--- src/rtl/mips_muldiv_pkg.sv ---
// Shared types for the HI/LO multiply/divide unit.
package mips_muldiv_pkg;

  typedef enum logic [1:0] {
    OP_MULT  = 2'b00,
    OP_MULTU = 2'b01,
    OP_DIV   = 2'b10,
    OP_DIVU  = 2'b11
  } muldiv_op_t;

  typedef enum logic [1:0] {
    S_IDLE,
    S_CALC,
    S_FIX
  } state_t;

  localparam int ITER = 32;

endpackage

--- src/rtl/mips_seq_divider.sv ---
// Radix-2 restoring divider on unsigned magnitudes: one quotient bit per step.
module mips_seq_divider #(
  parameter int WIDTH = 32
) (
  input  logic             clk,
  input  logic             reset,
  input  logic             load,
  input  logic             step,
  input  logic [WIDTH-1:0] dividend,
  input  logic [WIDTH-1:0] divisor,
  output logic [WIDTH-1:0] quotient,
  output logic [WIDTH-1:0] remainder
);

  logic [WIDTH-1:0] rem, quo, dvs;
  logic [WIDTH:0]   shifted, diff;
  logic             fits;

  // Quotient register doubles as the dividend shift register.
  always_comb begin
    shifted = {rem, quo[WIDTH-1]};
    diff    = shifted - {1'b0, dvs};
    fits    = (shifted >= {1'b0, dvs});
  end

  always_ff @(posedge clk) begin
    if (!reset) begin
      rem <= '0;
      quo <= '0;
      dvs <= '0;
    end else if (load) begin
      rem <= '0;
      quo <= dividend;
      dvs <= divisor;
    end else if (step) begin
      rem <= fits ? diff[WIDTH-1:0] : shifted[WIDTH-1:0];
      quo <= {quo[WIDTH-2:0], fits};
    end
  end

  assign quotient  = quo;
  assign remainder = rem;

endmodule

--- src/rtl/mips_hilo_muldiv.sv ---
// Iterative MULT/MULTU/DIV/DIVU unit owning HI/LO; 33-cycle busy window per op.
module mips_hilo_muldiv
  import mips_muldiv_pkg::*;
#(
  parameter int          WIDTH   = 32,
  parameter logic [31:0] DIV0_LO = 32'hFFFF_FFFF
) (
  input  logic             clk,
  input  logic             reset,
  input  logic             start,
  input  logic [1:0]       op,
  input  logic [WIDTH-1:0] operand_a,
  input  logic [WIDTH-1:0] operand_b,
  input  logic             mthi,
  input  logic             mtlo,
  input  logic [WIDTH-1:0] mt_data,
  output logic             busy,
  output logic             done,
  output logic             div_by_zero,
  output logic [WIDTH-1:0] hi,
  output logic [WIDTH-1:0] lo
);

  state_t           state, state_nx;
  muldiv_op_t       op_q;
  logic [4:0]       cnt;
  logic             sign_a, sign_b, b_zero;
  logic [WIDTH-1:0] a_raw, mcand, mag_a, mag_b, quo, rem;
  logic [2*WIDTH-1:0] prod, prod_fix;
  logic [WIDTH:0]   sum;
  logic             in_signed, is_div_q, neg_res;

  always_comb begin
    in_signed = ~op[0];
    mag_a     = (in_signed && operand_a[WIDTH-1]) ? -operand_a : operand_a;
    mag_b     = (in_signed && operand_b[WIDTH-1]) ? -operand_b : operand_b;
    is_div_q  = (op_q == OP_DIV) || (op_q == OP_DIVU);
    neg_res   = sign_a ^ sign_b;
    sum       = prod[0] ? ({1'b0, prod[2*WIDTH-1:WIDTH]} + {1'b0, mcand})
                        : {1'b0, prod[2*WIDTH-1:WIDTH]};
    prod_fix  = neg_res ? -prod : prod;
  end

  always_comb begin
    state_nx = state;
    case (state)
      S_IDLE:  if (start) state_nx = S_CALC;
      S_CALC:  if (cnt == '0) state_nx = S_FIX;
      S_FIX:   state_nx = S_IDLE;
      default: state_nx = S_IDLE;
    endcase
  end

  assign busy = (state != S_IDLE);

  mips_seq_divider #(.WIDTH(WIDTH)) u_div (
    .clk       (clk),
    .reset     (reset),
    .load      ((state == S_IDLE) && start),
    .step      (state == S_CALC),
    .dividend  (mag_a),
    .divisor   (mag_b),
    .quotient  (quo),
    .remainder (rem)
  );

  always_ff @(posedge clk) begin
    if (!reset) begin
      state       <= S_IDLE;
      op_q        <= OP_MULT;
      cnt         <= '0;
      sign_a      <= 1'b0;
      sign_b      <= 1'b0;
      b_zero      <= 1'b0;
      a_raw       <= '0;
      mcand       <= '0;
      prod        <= '0;
      done        <= 1'b0;
      div_by_zero <= 1'b0;
      hi          <= '0;
      lo          <= '0;
    end else begin
      state       <= state_nx;
      done        <= 1'b0;
      div_by_zero <= 1'b0;
      case (state)
        S_IDLE: begin
          // A start in IDLE swallows any simultaneous MTHI/MTLO.
          if (start) begin
            op_q   <= muldiv_op_t'(op);
            cnt    <= 5'(ITER - 1);
            sign_a <= in_signed & operand_a[WIDTH-1];
            sign_b <= in_signed & operand_b[WIDTH-1];
            b_zero <= (operand_b == '0);
            a_raw  <= operand_a;
            mcand  <= mag_a;
            prod   <= {{WIDTH{1'b0}}, mag_b};
          end else begin
            if (mthi) hi <= mt_data;
            if (mtlo) lo <= mt_data;
          end
        end
        S_CALC: begin
          cnt  <= cnt - 5'd1;
          prod <= {sum, prod[WIDTH-1:1]};
        end
        S_FIX: begin
          done <= 1'b1;
          if (!is_div_q) begin
            {hi, lo} <= prod_fix;
          end else if (b_zero) begin
            hi          <= a_raw;
            lo          <= DIV0_LO;
            div_by_zero <= 1'b1;
          end else begin
            lo <= neg_res ? -quo : quo;
            hi <= sign_a ? -rem : rem;
          end
        end
        default: ;
      endcase
    end
  end

endmodule

--- config.mk ---
export PLATFORM = sky130hd
export DESIGN_NAME = mips_hilo_muldiv
export DESIGN_NICKNAME = d
export VERILOG_FILES = /design/src/rtl/mips_muldiv_pkg.sv /design/src/rtl/mips_seq_divider.sv /design/src/rtl/mips_hilo_muldiv.sv
export SDC_FILE = /design/constraint.sdc
export NUM_CORES = 1
export LEC_CHECK = 0
export CORE_ASPECT_RATIO = 2
export CORE_MARGIN = 4
export CORE_UTILIZATION = 60
export DETAILED_ROUTE_END_ITERATION = 8
export GPL_ROUTABILITY_DRIVEN = 0
export PLACE_DENSITY = 0.82
export REMOVE_ABC_BUFFERS = 1
export SLEW_MARGIN = 20
export SYNTH_ARGS = -nofsm -noshare
export SYNTH_HDL_FRONTEND = slang
export SYNTH_SLANG_ARGS = --single-unit
--- constraint.sdc ---
create_clock -name clk -period 7.7 [get_ports clk]
set_input_delay 1.925 -clock clk [delete_from_list [all_inputs] [get_ports clk]]
set_output_delay 1.925 -clock clk [all_outputs]
set_load 0.02 [all_outputs]
==> metrics.md <==
| Metric | Value |
|---|---|
| Antenna violations before repair | 1 |
| PD cells | 221 nW/µm² |
| Final ANT Viol Nets | 0 |
| Synthesis Warnings | 0 |
| CTS Hold Bufs | 0 |
| Final nets | 2845 |
| Wirelength per Cell | 24.6 µm |
| Hold depth | 2 |
| Hold_sp | a_raw[22]$_SDFFE_PN0P_ |
| Main synth FF type | dfxtp_1 |
| Initial drt markers | 2845 |
| Number of max-cap violations | 0 |
| Post-synth EDFFs | 0 |
| Total Power | 0.00498 W |
| CP Launch Type | primary input |
| Vias in the first global route | 21400 |
| # IOs | 170 |
| Syn_area_per_cell | 7.55 µm² |
| Root buffer cell | clkbuf_16 |
| Setup violators final | 0 |
| Post-DR vias/cell | 6.95 |
| Resized Gates After CTS | 0 |
| Final core area utilization | 69.8% |
| Netlist cell types | 86 |
| WP data required | 8120 ps |
| CP peak stage delay | 690 ps |
| Fill cells | 2747 |
| Hold crit path type | flop to flop |
| Worst Hold Path EP | a_raw[22]$_SDFFE_PN0P_ |
| CP Data Arrival Time | 5130 ps |
| Reg clk slew, reported paths | 70 ps |
| I/O Buffers | 169 |
| Die width | 136 µm |
| Die area | 35900 µm² |
| Clock sink total | 300 |
| Ratio of cells with drive above 1 in the final layout | 5.06% |
| Area delta synth->final | 14.7% |
| Worst-case clock buffer depth | 3 |
| RSZ-0062 raised after global routing | false |
| Leakage power | 8.82 nW |
| Worst VDD drop | 0.240 mV |
| First-pass GRT wire length | 118000 µm |
| Fin. max-slew vios | 0 |
| Max Clk Rate | 212 MHz |
| Via count | 21700 |
| Maximum fanout along the worst path | 6 |
| Post-Synthesis Cells | 2605 |
| Drt total wl | 76700 µm |
| CTS tree | built |
| Pin count of the biggest net entering global routing | 85 |
| Reg2reg end | prod[56]$_SDFFE_PN0P_ |
| Tcrit/Tclk final | 61.1% |
| Fin. Hold Viols | 0 |
| Post-Synthesis Cell Area | 19700 µm² |
| Min setup slack post-route | 2990 ps |
| Grt ovf | 0 |
| Setup WS pre-CTS | 2470 ps |
| Status | completed |
| Area of the multi-input gates | 12800 µm² |
| Synthesized flop and latch total | 300 |
| FF-to-FF setup slack | 3760 ps |
| Drc violations | 0 |
| Slowest stage cell on the critical path | nor3_1 |
| CP bufs+invs | 1 |
| Initial Util | 60.8% |
| Post-DP HPWL | 54700 µm |
| Drt first pass iters | 6 |
| Worst skew pair latency | 580 ps |
| N_diodes | 0 |
| Reg area | 6010 µm² |
| TritonCTS Buffers | 28 |
| Register area share after synthesis | 30.5% |
| Top delay family on crit path | simple AND/OR/NAND/NOR gates |
| FP Rows | 93 |
| Critical path class | primary input to flop |
| Htree depth | 1 |
| Post-synth ARST share | 0% |
| Worst R2R Path Depth | 10 |
| Final Skew | 11.0 ps |
| Total track usage | 41.5% |
| CP Cell Sequence | clkdlybuf4s50_1, nor4_2, nand3_1, nor3_1, nand2_1, nor4_1, a21oi_1, xor2_1, o21ai_0, a31oi_1 |
| Crit. End Element | flop |
| Chip height | 264 µm |
| Core Region | 32300 µm² |
| Reg2Reg Launch Point | prod[33]$_SDFFE_PN0P_ |
| Min Clock Period, post-route | 4710 ps |
| Post-CTS setup buffers | 0 |
| Worst Tran Pin Value | 1140 ps |
| Slew headroom | 23.4% |
==> cell type report <==
class | count | share of cell area, %
well taps | 427 | 2.37
multi-input cells | 2053 | 56.6
clock inverters | 11 | 0.726
clock buffers | 40 | 3.67
flip-flops and latches | 300 | 26.6
repair buffers | 204 | 8.64
inverters | 82 | 1.38
==> per-layer routing <==
| metal | vias up | wire length [µm] | share of wire, % | track usage (%) |
|---|---|---|---|---|
| met1 | 10000 | 24500 | 32 | 44.5 |
| met4 | 2 | 8060 | 11 | 35.0 |
| met2 | 1555 | 36500 | 48 | 68.8 |
| met5 | - | 13 | 0.017 | 0 |
| li1 | 9583 | - | - | - |
| met3 | 500 | 7680 | 10 | 8.16 |
==> cells by family (layout without fill, tap and decap cells) <==
| family | after synthesis | in the layout | share of synthesized area (%) |
|---|---|---|---|
| AND/OR/NAND/NOR | 838 | 838 | 19.6 |
| buffers and inverters | 252 | 337 | 4.95 |
| XOR/XNOR | 226 | 226 | 10.1 |
| AO/OA/AOI/OAI | 871 | 871 | 27.8 |
| multiplexers | 45 | 45 | 2.32 |
| adder cells (fa/ha/maj) | 73 | 73 | 4.72 |
| flip-flops | 300 | 300 | 30.5 |
==> registers in the layout, indices dropped and copies added, names as in the netlist <==
| register | flops |
|---|---|
| cnt | 5 |
| a_raw | 32 |
| lo | 32 |
| hi | 32 |
| state | 2 |
| op_q | 1 |
| sign_a | 1 |
| prod | 64 |
| b_zero | 1 |
| sign_b | 1 |
| u_div.dvs | 32 |
| u_div.remainder | 32 |
| mcand | 31 |
| u_div.quotient | 32 |
| done | 1 |
| div_by_zero | 1 |
==> how the worst max path moves through the flow <==
stage                       from  cells after the start                              end
floorplan                  start                      6            prod[61]$_SDFFE_PN0P_
global placement    operand_a[2]                     10  u_div.quotient[28]$_SDFFE_PN0P_
detailed placement  operand_a[2]                     10  u_div.quotient[28]$_SDFFE_PN0P_
CTS                 operand_b[4]                     10            prod[24]$_SDFFE_PN0P_
global route        operand_a[2]                     10  u_div.quotient[28]$_SDFFE_PN0P_
finish              operand_a[2]                     10  u_div.quotient[28]$_SDFFE_PN0P_
==> worst min-delay path: cells and delay by family (launching register included) <==
kind | cells | cell delay (ps)
flops | 1 | 310
simple gates | 1 | 50
compound gates | 1 | 50
==> cell usage in the layout (no fill, tap or decap), types with 12 or more instances in the layout <==
cell	netlist	routed
nand2_1	337	337
dfxtp_1	300	299
a21oi_1	273	273
nor2_1	218	214
o21ai_0	195	195
clkdlybuf4s50_1	0	168
xor2_1	118	117
xnor2_1	108	107
inv_1	78	78
a31oi_1	76	76
ha_1	71	71
nor3_1	57	57
nand3_1	45	45
mux2i_1	41	41
buf_4	0	35
o211ai_1	34	34
o31ai_1	33	33
or3_1	32	32
a22oi_1	29	29
clkbuf_16	0	29
o221ai_1	28	28
a21o_1	27	27
a211oi_1	28	27
nor4_1	26	26
and3_1	21	21
o22ai_1	18	18
a311oi_1	18	18
a222oi_1	14	14
nand4_1	14	14
nor2b_1	15	13
o21a_1	12	12
a221oi_1	12	12
or4_1	12	12
nand2b_1	14	12
==> synth_stat cells (all sizes together) (7+ instances only) <==
cell,n,area share [%]
o21a,12,0.46
nand3,45,1.1
xnor2,108,4.8
nor3b,7,0.32
o22ai,18,0.57
and2,7,0.22
a41oi,7,0.31
a31oi,76,2.4
nand2b,15,0.52
inv,79,1.5
nand2,337,6.4
mux2i,41,2.1
nand4,14,0.45
a211oi,28,1.1
a311oi,18,0.80
o41ai,12,0.61
nor2b,15,0.48
o211ai,34,1.3
nor2,220,4.2
a21o,27,1.0
or4,17,0.73
ha,71,4.5
o221ai,28,1.2
or2,9,0.30
buf,17,0.39
nor3,60,1.6
o31ai,35,1.4
a22oi,29,1.1
a222oi,14,0.71
dfxtp,300,31
a21oi,274,7.0
or3,34,1.1
clkbuf,153,3.0
and3,21,0.67
o21ai,203,5.2
a221oi,12,0.53
xor2,118,5.3
o21bai,11,0.42
nor4,28,0.95
==> through the flow <==
| step | instances | cell area, µm² | TNS, ps | hold WS (ps) |
|---|---|---|---|---|
| after CTS | 3117 | 22600 | 0 | 456 |
| after global placement | 3066 | 21600 | 0 | 440 |
| final | 3117 | 22600 | 0 | 457 |
| after global routing | 3117 | 22600 | 0 | 472 |
| after detailed placement | 3066 | 21600 | 0 | 446 |
| after floorplan | 2435 | 19000 | -54170 | 432 |
==> power breakdown <==
part,switching (W),total (W),internal (W)
sequential,0.000162,0.00184,0.00168
combinational,0.000995,0.00160,0.000605
clock,0.000656,0.00154,0.000882
Note: power is estimated with default switching activity, not from simulation.
